--- src/rtl/riscv_pkg.sv ---
// riscv_pkg: shared fetch-stage types and constants
package riscv_pkg;
  localparam int XLEN = 32;
  localparam logic [31:0] NOP_INSTR = 32'h0000_0013;
  localparam int PC_STEP = 4;
  typedef enum logic [1:0] {FETCH, WAIT, HOLD, DRAIN} fetch_state_t;
endpackage

--- src/rtl/pc_reg.sv ---
// pc_reg: program counter with reset load, aligned redirect load and +4 step
module pc_reg #(
  parameter int W = 32,
  parameter logic [W-1:0] RESET_PC = '0
) (
  input  logic         clk,
  input  logic         rst,
  input  logic         inc,
  input  logic         load,
  input  logic [W-1:0] load_pc,
  output logic [W-1:0] pc
);
  import riscv_pkg::*;
  always_ff @(posedge clk)
    if (rst) pc <= RESET_PC;
    else if (load) pc <= load_pc & ~W'(3);
    else if (inc) pc <= pc + W'(PC_STEP);
endmodule

--- src/rtl/instr_fetch.sv ---
// instr_fetch: sequential PC fetch with one outstanding imem request, instruction register
// and redirect handling that drains a stale in-flight response
module instr_fetch #(
  parameter int XLEN = 32,
  parameter logic [XLEN-1:0] RESET_PC = '0
) (
  input  logic            clk,
  input  logic            rst,
  output logic            imem_req_valid,
  input  logic            imem_req_ready,
  output logic [XLEN-1:0] imem_req_addr,
  input  logic            imem_rsp_valid,
  input  logic [XLEN-1:0] imem_rsp_data,
  output logic            instr_valid,
  input  logic            instr_ready,
  output logic [XLEN-1:0] instr_out,
  output logic [XLEN-1:0] instr_pc,
  input  logic            redirect_valid,
  input  logic [XLEN-1:0] redirect_pc
);
  import riscv_pkg::*;
  fetch_state_t state;
  logic accept, capture, outstanding;
  assign accept = state == FETCH && imem_req_ready;
  assign capture = state == WAIT && imem_rsp_valid && !redirect_valid;
  // a response arriving this cycle retires the in-flight request, so nothing is left to drain
  assign outstanding = accept || ((state == WAIT || state == DRAIN) && !imem_rsp_valid);
  assign imem_req_valid = state == FETCH && !rst;
  assign instr_valid = state == HOLD;
  pc_reg #(.W(XLEN), .RESET_PC(RESET_PC)) u_pc (
    .clk(clk),
    .rst(rst),
    .inc(capture),
    .load(redirect_valid),
    .load_pc(redirect_pc),
    .pc(imem_req_addr)
  );
  always_ff @(posedge clk)
    if (rst) begin
      state <= FETCH;
      instr_out <= XLEN'(NOP_INSTR);
      instr_pc <= '0;
    end else begin
      if (capture) begin
        instr_out <= imem_rsp_data;
        instr_pc <= imem_req_addr;
      end
      if (redirect_valid) state <= outstanding ? DRAIN : FETCH;
      else
        case (state)
          FETCH: state <= imem_req_ready ? WAIT : FETCH;
          WAIT:  state <= imem_rsp_valid ? HOLD : WAIT;
          HOLD:  state <= instr_ready ? FETCH : HOLD;
          DRAIN: state <= imem_rsp_valid ? FETCH : DRAIN;
        endcase
    end
endmodule
--- config.mk ---
export PLATFORM = sky130hd
export DESIGN_NAME = instr_fetch
export DESIGN_NICKNAME = d
export VERILOG_FILES = /design/src/rtl/riscv_pkg.sv /design/src/rtl/pc_reg.sv /design/src/rtl/instr_fetch.sv
export SDC_FILE = /design/constraint.sdc
export NUM_CORES = 1
export LEC_CHECK = 0
export CAP_MARGIN = 20
export CELL_PAD_IN_SITES_DETAIL_PLACEMENT = 0
export CELL_PAD_IN_SITES_GLOBAL_PLACEMENT = 1
export CORE_MARGIN = 10
export CORE_UTILIZATION = 32
export CTS_CLUSTER_SIZE = 14
export DETAILED_ROUTE_END_ITERATION = 16
export PLACE_DENSITY = 0.81
export SLEW_MARGIN = 15
export SYNTH_ARGS = -nofsm -noshare
export SYNTH_HDL_FRONTEND = slang
export SYNTH_SLANG_ARGS = --single-unit
--- constraint.sdc ---
create_clock -name clk -period 3.2 [get_ports clk]
set_input_delay 0.64 -clock clk [delete_from_list [all_inputs] [get_ports clk]]
set_output_delay 0.64 -clock clk [all_outputs]
set_load 0.01 [all_outputs]
==> run summary, run 1 <==
starting density of the core: 0.331
Pwr Density: 431 mW/mm²
Worst Reg2Reg Path Length in Cells: 5
Setup CP Type: input pin to register
P&R area growth vs syn: 50.3%
ys flop type: dfxtp_1
Num CTS Buffers: 9
Reg-to-Reg Start: u_pc.pc[2]
Synth cell types: 45
Synth area leader: dfxtp_1
hold worst-path end: instr_pc[31]
Seq/Total Area, Yosys: 0.468
drt drc: 0
most used cell, CP: or4_1
synth cell count leaders: nand2_1 (136), dfxtp_1 (94), a21oi_1 (65), clkbuf_1 (32), nor2_1 (28)
vias in the first global route: 4055
Final period util: 0.807
HPWL Detailed: 10100 µm
leakage power figure: 2.03 nW
Synth warnings: 0
vias: 4149
worst-path cell chain: clkdlybuf4s50_1 > nand3b_4 > or4_1 > or4_1 > a311oi_1
initial DRC count: 257
first-pass GRT wire length: 22300 µm
Die Y: 132 µm
Max rail drop VDD: 0.191 mV
Crit-path slowest cell: or4_1
Post-synth EDFFs: 0
Req. time, crit path: 3.45 ns
Ports: 168
Final Max Tran Viols: 0
crit path launch type: input pin
Worst slew margin: 0.410
R2R setup slack: 0.71 ns
Die Area: 0.0175 mm²
area of the mapped netlist: 0.00402 mm²
Tightest Pin Transition: 0.885 ns
Tot GR Track Use: 0.156
top cell type's share of synthesized area: 0.468
Worst-Skew Late Latency: 0.33 ns
syn_area_per_cell: 7.83 µm²
max reg flops: 32
Routed wire per std cell: 16.9 µm
PostCTS Resize Cnt: 0
antenna viol nets, final: 0
clk slew on worst S/H paths: 0.07 ns
total power: 2.61 mW
CP Max Fanout: 12
RSZ-0062 raised after global routing: no
worst min-delay path startpoint: instr_pc[31]
Clock Sinks: 94
Clock Skews: 0.00725 ns
initial antenna violation count: 0
ranking of synthesized cells by area: dfxtp_1 (47%), nand2_1 (13%), a21oi_1 (8.1%)
setup TNS: 0 ns
row cnt: 40
Clock Path Buffers: 2
DRT Pass-1 Iters: 4
final setup fails: 0
CP Data Arrival Time: 2.83 ns
fmax: 387 MHz
core box area: 0.0122 mm²
Hold Violations, Final: 0
status: finished, final reports clean
hold_buf cts: 0
CTS tree: built
Layout Nets: 726
layout cells sized above 1: 0.0424
Die Wd: 132 µm
postcts setup bufs: 0
ANT cells: 0
delay of the slowest critical-path stage: 0.75 ns
gpl congestion: 0.777
I/O Buffers: 161
hold path depth: 2
Crit. End Element: register
CTS H-tree depth: 3
Tmin final: 2.58 ns
routed vias/inst: 5.01
synthesized instance count: 514
MaxCap Viol Count: 0
routed wire length: 14000 µm
worst hold path class: register to register
Yosys reg bits: 94
count leader, synth: nand2_1
Synth async-reset ratio: 0
Root Driver: clkbuf_16
largest net degree at the start of global routing: 84
reg2reg end: u_pc.pc[26]
GRT overflow: 0
[worst max path at each step]
stage | to | depth (start not counted) | start
2_1_floorplan | u_pc.pc[24] | 6 | u_pc.pc[2]
3_3_place_gp | u_pc.pc[21] | 5 | imem_rsp_valid
3_5_place_dp | u_pc.pc[21] | 5 | imem_rsp_valid
4_1_cts | u_pc.pc[21] | 5 | imem_rsp_valid
5_1_grt | u_pc.pc[21] | 5 | imem_rsp_valid
6_report | u_pc.pc[21] | 5 | imem_rsp_valid
[layout make-up]
class	instances	area [µm²]
inverter	8	30.0
multi-input combinational	373	1950
fill	1182	6110
clock buffer	13	260
timing repair buffer	169	1690
sequential	94	1880
tap	168	210
clock inverter	3	18.8
[logic make-up after synthesis]
logic type / count (synthesis) / synth area share
other: 1 / 0.000932
DFF: 94 / 0.468
and+or+nand+nor: 239 / 0.272
xor gates and xnor gates: 10 / 0.0218
AOI/OAI and AO/OA: 119 / 0.182
adders and majority gates: 1 / 0.00311
buffers and inverters: 50 / 0.0519
[power breakdown]
| part | total (mW) | leakage, nW | internal [mW] | switching, mW |
|---|---|---|---|---|
| logic | 0.333 | 1.12 | 0.187 | 0.145 |
| clock network | 1.01 | 0.140 | 0.569 | 0.439 |
| registers | 1.27 | 0.766 | 1.21 | 0.0572 |
[worst max-delay path: cells and delay by family]
kind            cells  cell delay, ns
compound gates      1            0.26
simple gates        3            1.37
buf+inv             1            0.56
[placed cells by master, fill, tap and decap left out, types with 3 or more instances in the layout]
cell and instances:
a211o_1 3, a211oi_1 12, a21oi_1 65, a311oi_1 11, and3_1 4, and4_1 3, buf_4 6, clkbuf_16 9
clkdlybuf4s50_1 160, conb_1 4, dfxtp_1 94, inv_1 7, nand2_1 135, nand3_1 12, nand4_1 14, nor2_1 27
nor2b_1 3, nor3_1 8, nor4_1 8, o21ai_0 12, o31ai_1 4, or3_1 9, or4_1 8, xnor2_1 7
xor2_1 3
[layer usage]
layer,vias up,track usage,routed length (µm)
li1,2072,-,-
met1,1951,0.186,5880
met3,10,0.0518,1070
met2,116,0.257,6840
met5,-,0,0
met4,0,0.0507,172
[per-stage QoR]
step                      cell area [µm²]  std cells   util  hold slack [ns]  worst slack, ns
after floorplan                      4040        517      -            0.476            0.984
after global placement               5770        812  0.474            0.442            0.294
after CTS                            6050        828  0.497            0.455            0.626
final                                6050        828  0.497            0.453            0.617
after detailed placement             5770        812  0.474            0.447            0.269
after global routing                 6050        828  0.497            0.469            0.508
No activity file was read; power rests on OpenSTA's default activity.
==> run 2: changes to the inputs <==
--- a/config.mk
+++ b/config.mk
@@ -9,10 +9,10 @@
 export CELL_PAD_IN_SITES_DETAIL_PLACEMENT = 0
 export CELL_PAD_IN_SITES_GLOBAL_PLACEMENT = 1
 export CORE_MARGIN = 10
-export CORE_UTILIZATION = 32
+export CORE_UTILIZATION = 27
 export CTS_CLUSTER_SIZE = 14
 export DETAILED_ROUTE_END_ITERATION = 16
-export PLACE_DENSITY = 0.81
+export PLACE_DENSITY = 0.72
 export SLEW_MARGIN = 15
 export SYNTH_ARGS = -nofsm -noshare
 export SYNTH_HDL_FRONTEND = slang
==> constraint.sdc (replaced) <==
create_clock -name clk -period 2.2 [get_ports clk]
set_input_delay 0.44 -clock clk [delete_from_list [all_inputs] [get_ports clk]]
set_output_delay 0.44 -clock clk [all_outputs]
set_load 0.01 [all_outputs]
==> run 2 against run 1 <==
  * Combinational power grew 68%
  * Count of clock-buffer cells in the layout grew 2
  * Clock skew is essentially flat
  * Register-to-register slack lost 0.56 ns
  * Cell count grew 5.7%
  * Die area grew 16%
  * Wire length grew 8.3%
  * Total power grew 50%
==> run summary, run 2 (synthesized netlist as in run 1, its figures left out) <==
P&R area growth vs syn: 57.1%
fmax: 487 MHz
Crit. End Element: register
DRT Pass-1 Iters: 4 (unchanged)
routed vias/inst: 4.86 (-3.0%)
post-place setup slack: -0.421 ns (-0.690 ns)
MaxCap Viol Count: 0 (unchanged)
CTS tree: built
Reg-to-Reg Start: u_pc.pc[13]
Die Y: 142 µm (+7.5%)
Tot GR Track Use: 0.146 (-0.00983)
Ports: 168 (unchanged)
first-pass GRT wire length: 23500 µm (+5.2%)
Hold Violations, Final: 0 (unchanged)
routed wire length: 15100 µm (+8.3%)
Final WS setup: 0.148 ns (-0.470 ns)
Tightest Pin Transition: 0.663 ns (-0.222 ns)
total power: 3.90 mW (+50%)
worst-path cell chain: nand4_1 > or4_1 > buf_4 > or4_1 > a311oi_1
ANT cells: 0 (unchanged)
Setup CP Type: register to register
Pwr Density: 618 mW/mm² (+43%)
Clock Skews: 0.00757 ns (+0.000324 ns)
CP Data Arrival Time: 2.31 ns (-0.52 ns)
Worst slew margin: 0.558 (+0.148)
status: finished, final reports clean
Worst-Skew Late Latency: 0.35 ns (+0.02 ns)
vias: 4253 (+2.5%)
starting density of the core: 0.276 (-0.0550)
initial antenna violation count: 0 (unchanged)
antenna viol nets, final: 0 (unchanged)
Final Max Tran Viols: 0 (unchanged)
Num CTS Buffers: 9 (unchanged)
Tmin final: 2.05 ns
CP Buf/Inv Count: 1 (unchanged)
max reg flops: 32 (unchanged)
most frequent cells in the layout: clkdlybuf4s50_1 (159), nand2_1 (135), dfxtp_1 (93), a21oi_1 (65), buf_4 (38)
Root Driver: clkbuf_16
layout cells sized above 1: 0.0883 (+0.0459)
gpl congestion: 0.855 (+10%)
Clock Path Buffers: 2 (unchanged)
crit path launch type: register
vias in the first global route: 4244 (+4.7%)
HPWL Detailed: 11300 µm (+12%)
CTS H-tree depth: 3 (unchanged)
most used cell, CP: or4_1
worst hold path class: register to register
Die Area: 0.0202 mm² (+16%)
drt drc: 0 (unchanged)
postcts setup bufs: 0 (unchanged)
Routed wire per std cell: 17.3 µm (+2.5%)
CP Max Fanout: 12 (unchanged)
Max rail drop VDD: 0.359 mV (+88%)
Layout Nets: 758 (+4.4%)
core box area: 0.0146 mm² (+20%)
Clock Sinks: 94 (unchanged)
worst min-delay path startpoint: instr_out[26]
Crit-path slowest cell: or4_1
Die Wd: 142 µm (+7.5%)
final setup fails: 0 (unchanged)
row cnt: 44 (+10%)
largest net degree at the start of global routing: 60 (-29%)
Req. time, crit path: 2.46 ns (-0.99 ns)
initial DRC count: 247 (-3.9%)
Top delay family on crit path: simple AND/OR/NAND/NOR gates
RSZ-0062 raised after global routing: no
leakage power figure: 2.19 nW (+8.1%)
Worst Setup SP: u_pc.pc[13]
leading cell type in the layout, fill and taps excluded: clkdlybuf4s50_1
Final period util: 0.933
clk slew on worst S/H paths: 0.06 ns (about the same)
delay of the slowest critical-path stage: 0.56 ns (-0.19 ns)
I/O Buffers: 161 (unchanged)
GRT overflow: 0 (unchanged)
## run 2: changes by cell type in the layout (fill, tap and decap cells not counted), sizes merged
cell / delta
dlygate4sd2: +1
buf: +32
clkdlybuf4s50: -1
clkbuf: +2
clkinv: -3
## run 2: power breakdown
part	total (mW)	switching, mW	internal [mW]
Combinational	0.560	0.254	0.306
Clock	1.53	0.643	0.885
Sequential	1.82	0.0554	1.76
Total	3.90	0.953	2.95
## run 2: layout make-up
cell class                 count  area [µm²]
timing repair buffer         201        1930
fill                        1450        8270
clock buffer                  15         288
multi-input combinational    373        1960
sequential                    94        1880
inverter                       8        30.0
tap                          184         230
## run 2: path summary, 6_finish.rpt
path / cells past startpoint / slack [ns] / endpoint
max reg2reg: 5 / 0.15 / u_pc.pc[21]
min reg2reg: 2 / 0.45 / instr_out[26]
min: 2 / 0.45 / instr_out[26]
max: 5 / 0.15 / u_pc.pc[21]
## run 2: what timing repair did
| item | in CTS | in global routing |
|---|---|---|
| setup endpoints to repair | 4 | 0 |
| resized for setup | 2 | 0 |
| hold buffers | 0 | 0 |
## run 2: layer usage
metal,track usage,vias up,part of all wire
met4,0.0468,0,0.012
met2,0.247,105,0.51
met3,0.0451,13,0.066
met1,0.172,2008,0.42
li1,-,2127,-
met5,0,-,0
## run 2: worst reg2reg max path, delay by kind of cell, from the launching register on
kind	cells	cell delay [ns]
AOI/OAI and AO/OA	1	0.25
DFF	1	0.34
buffers and inverters	1	0.18
and+or+nand+nor	3	1.20
## run 2: per-stage QoR
step,utilization,setup TNS [ns],area (µm²),hold WS (ns),std cells
floorplan,-,0,4040,0.476,517
global placement,0.413,-3.23,6030,0.440,860
detailed placement,0.413,-3.75,6030,0.447,860
CTS,0.433,0,6320,0.456,875
global route,0.433,0,6320,0.473,875
finish,0.433,0,6320,0.453,875
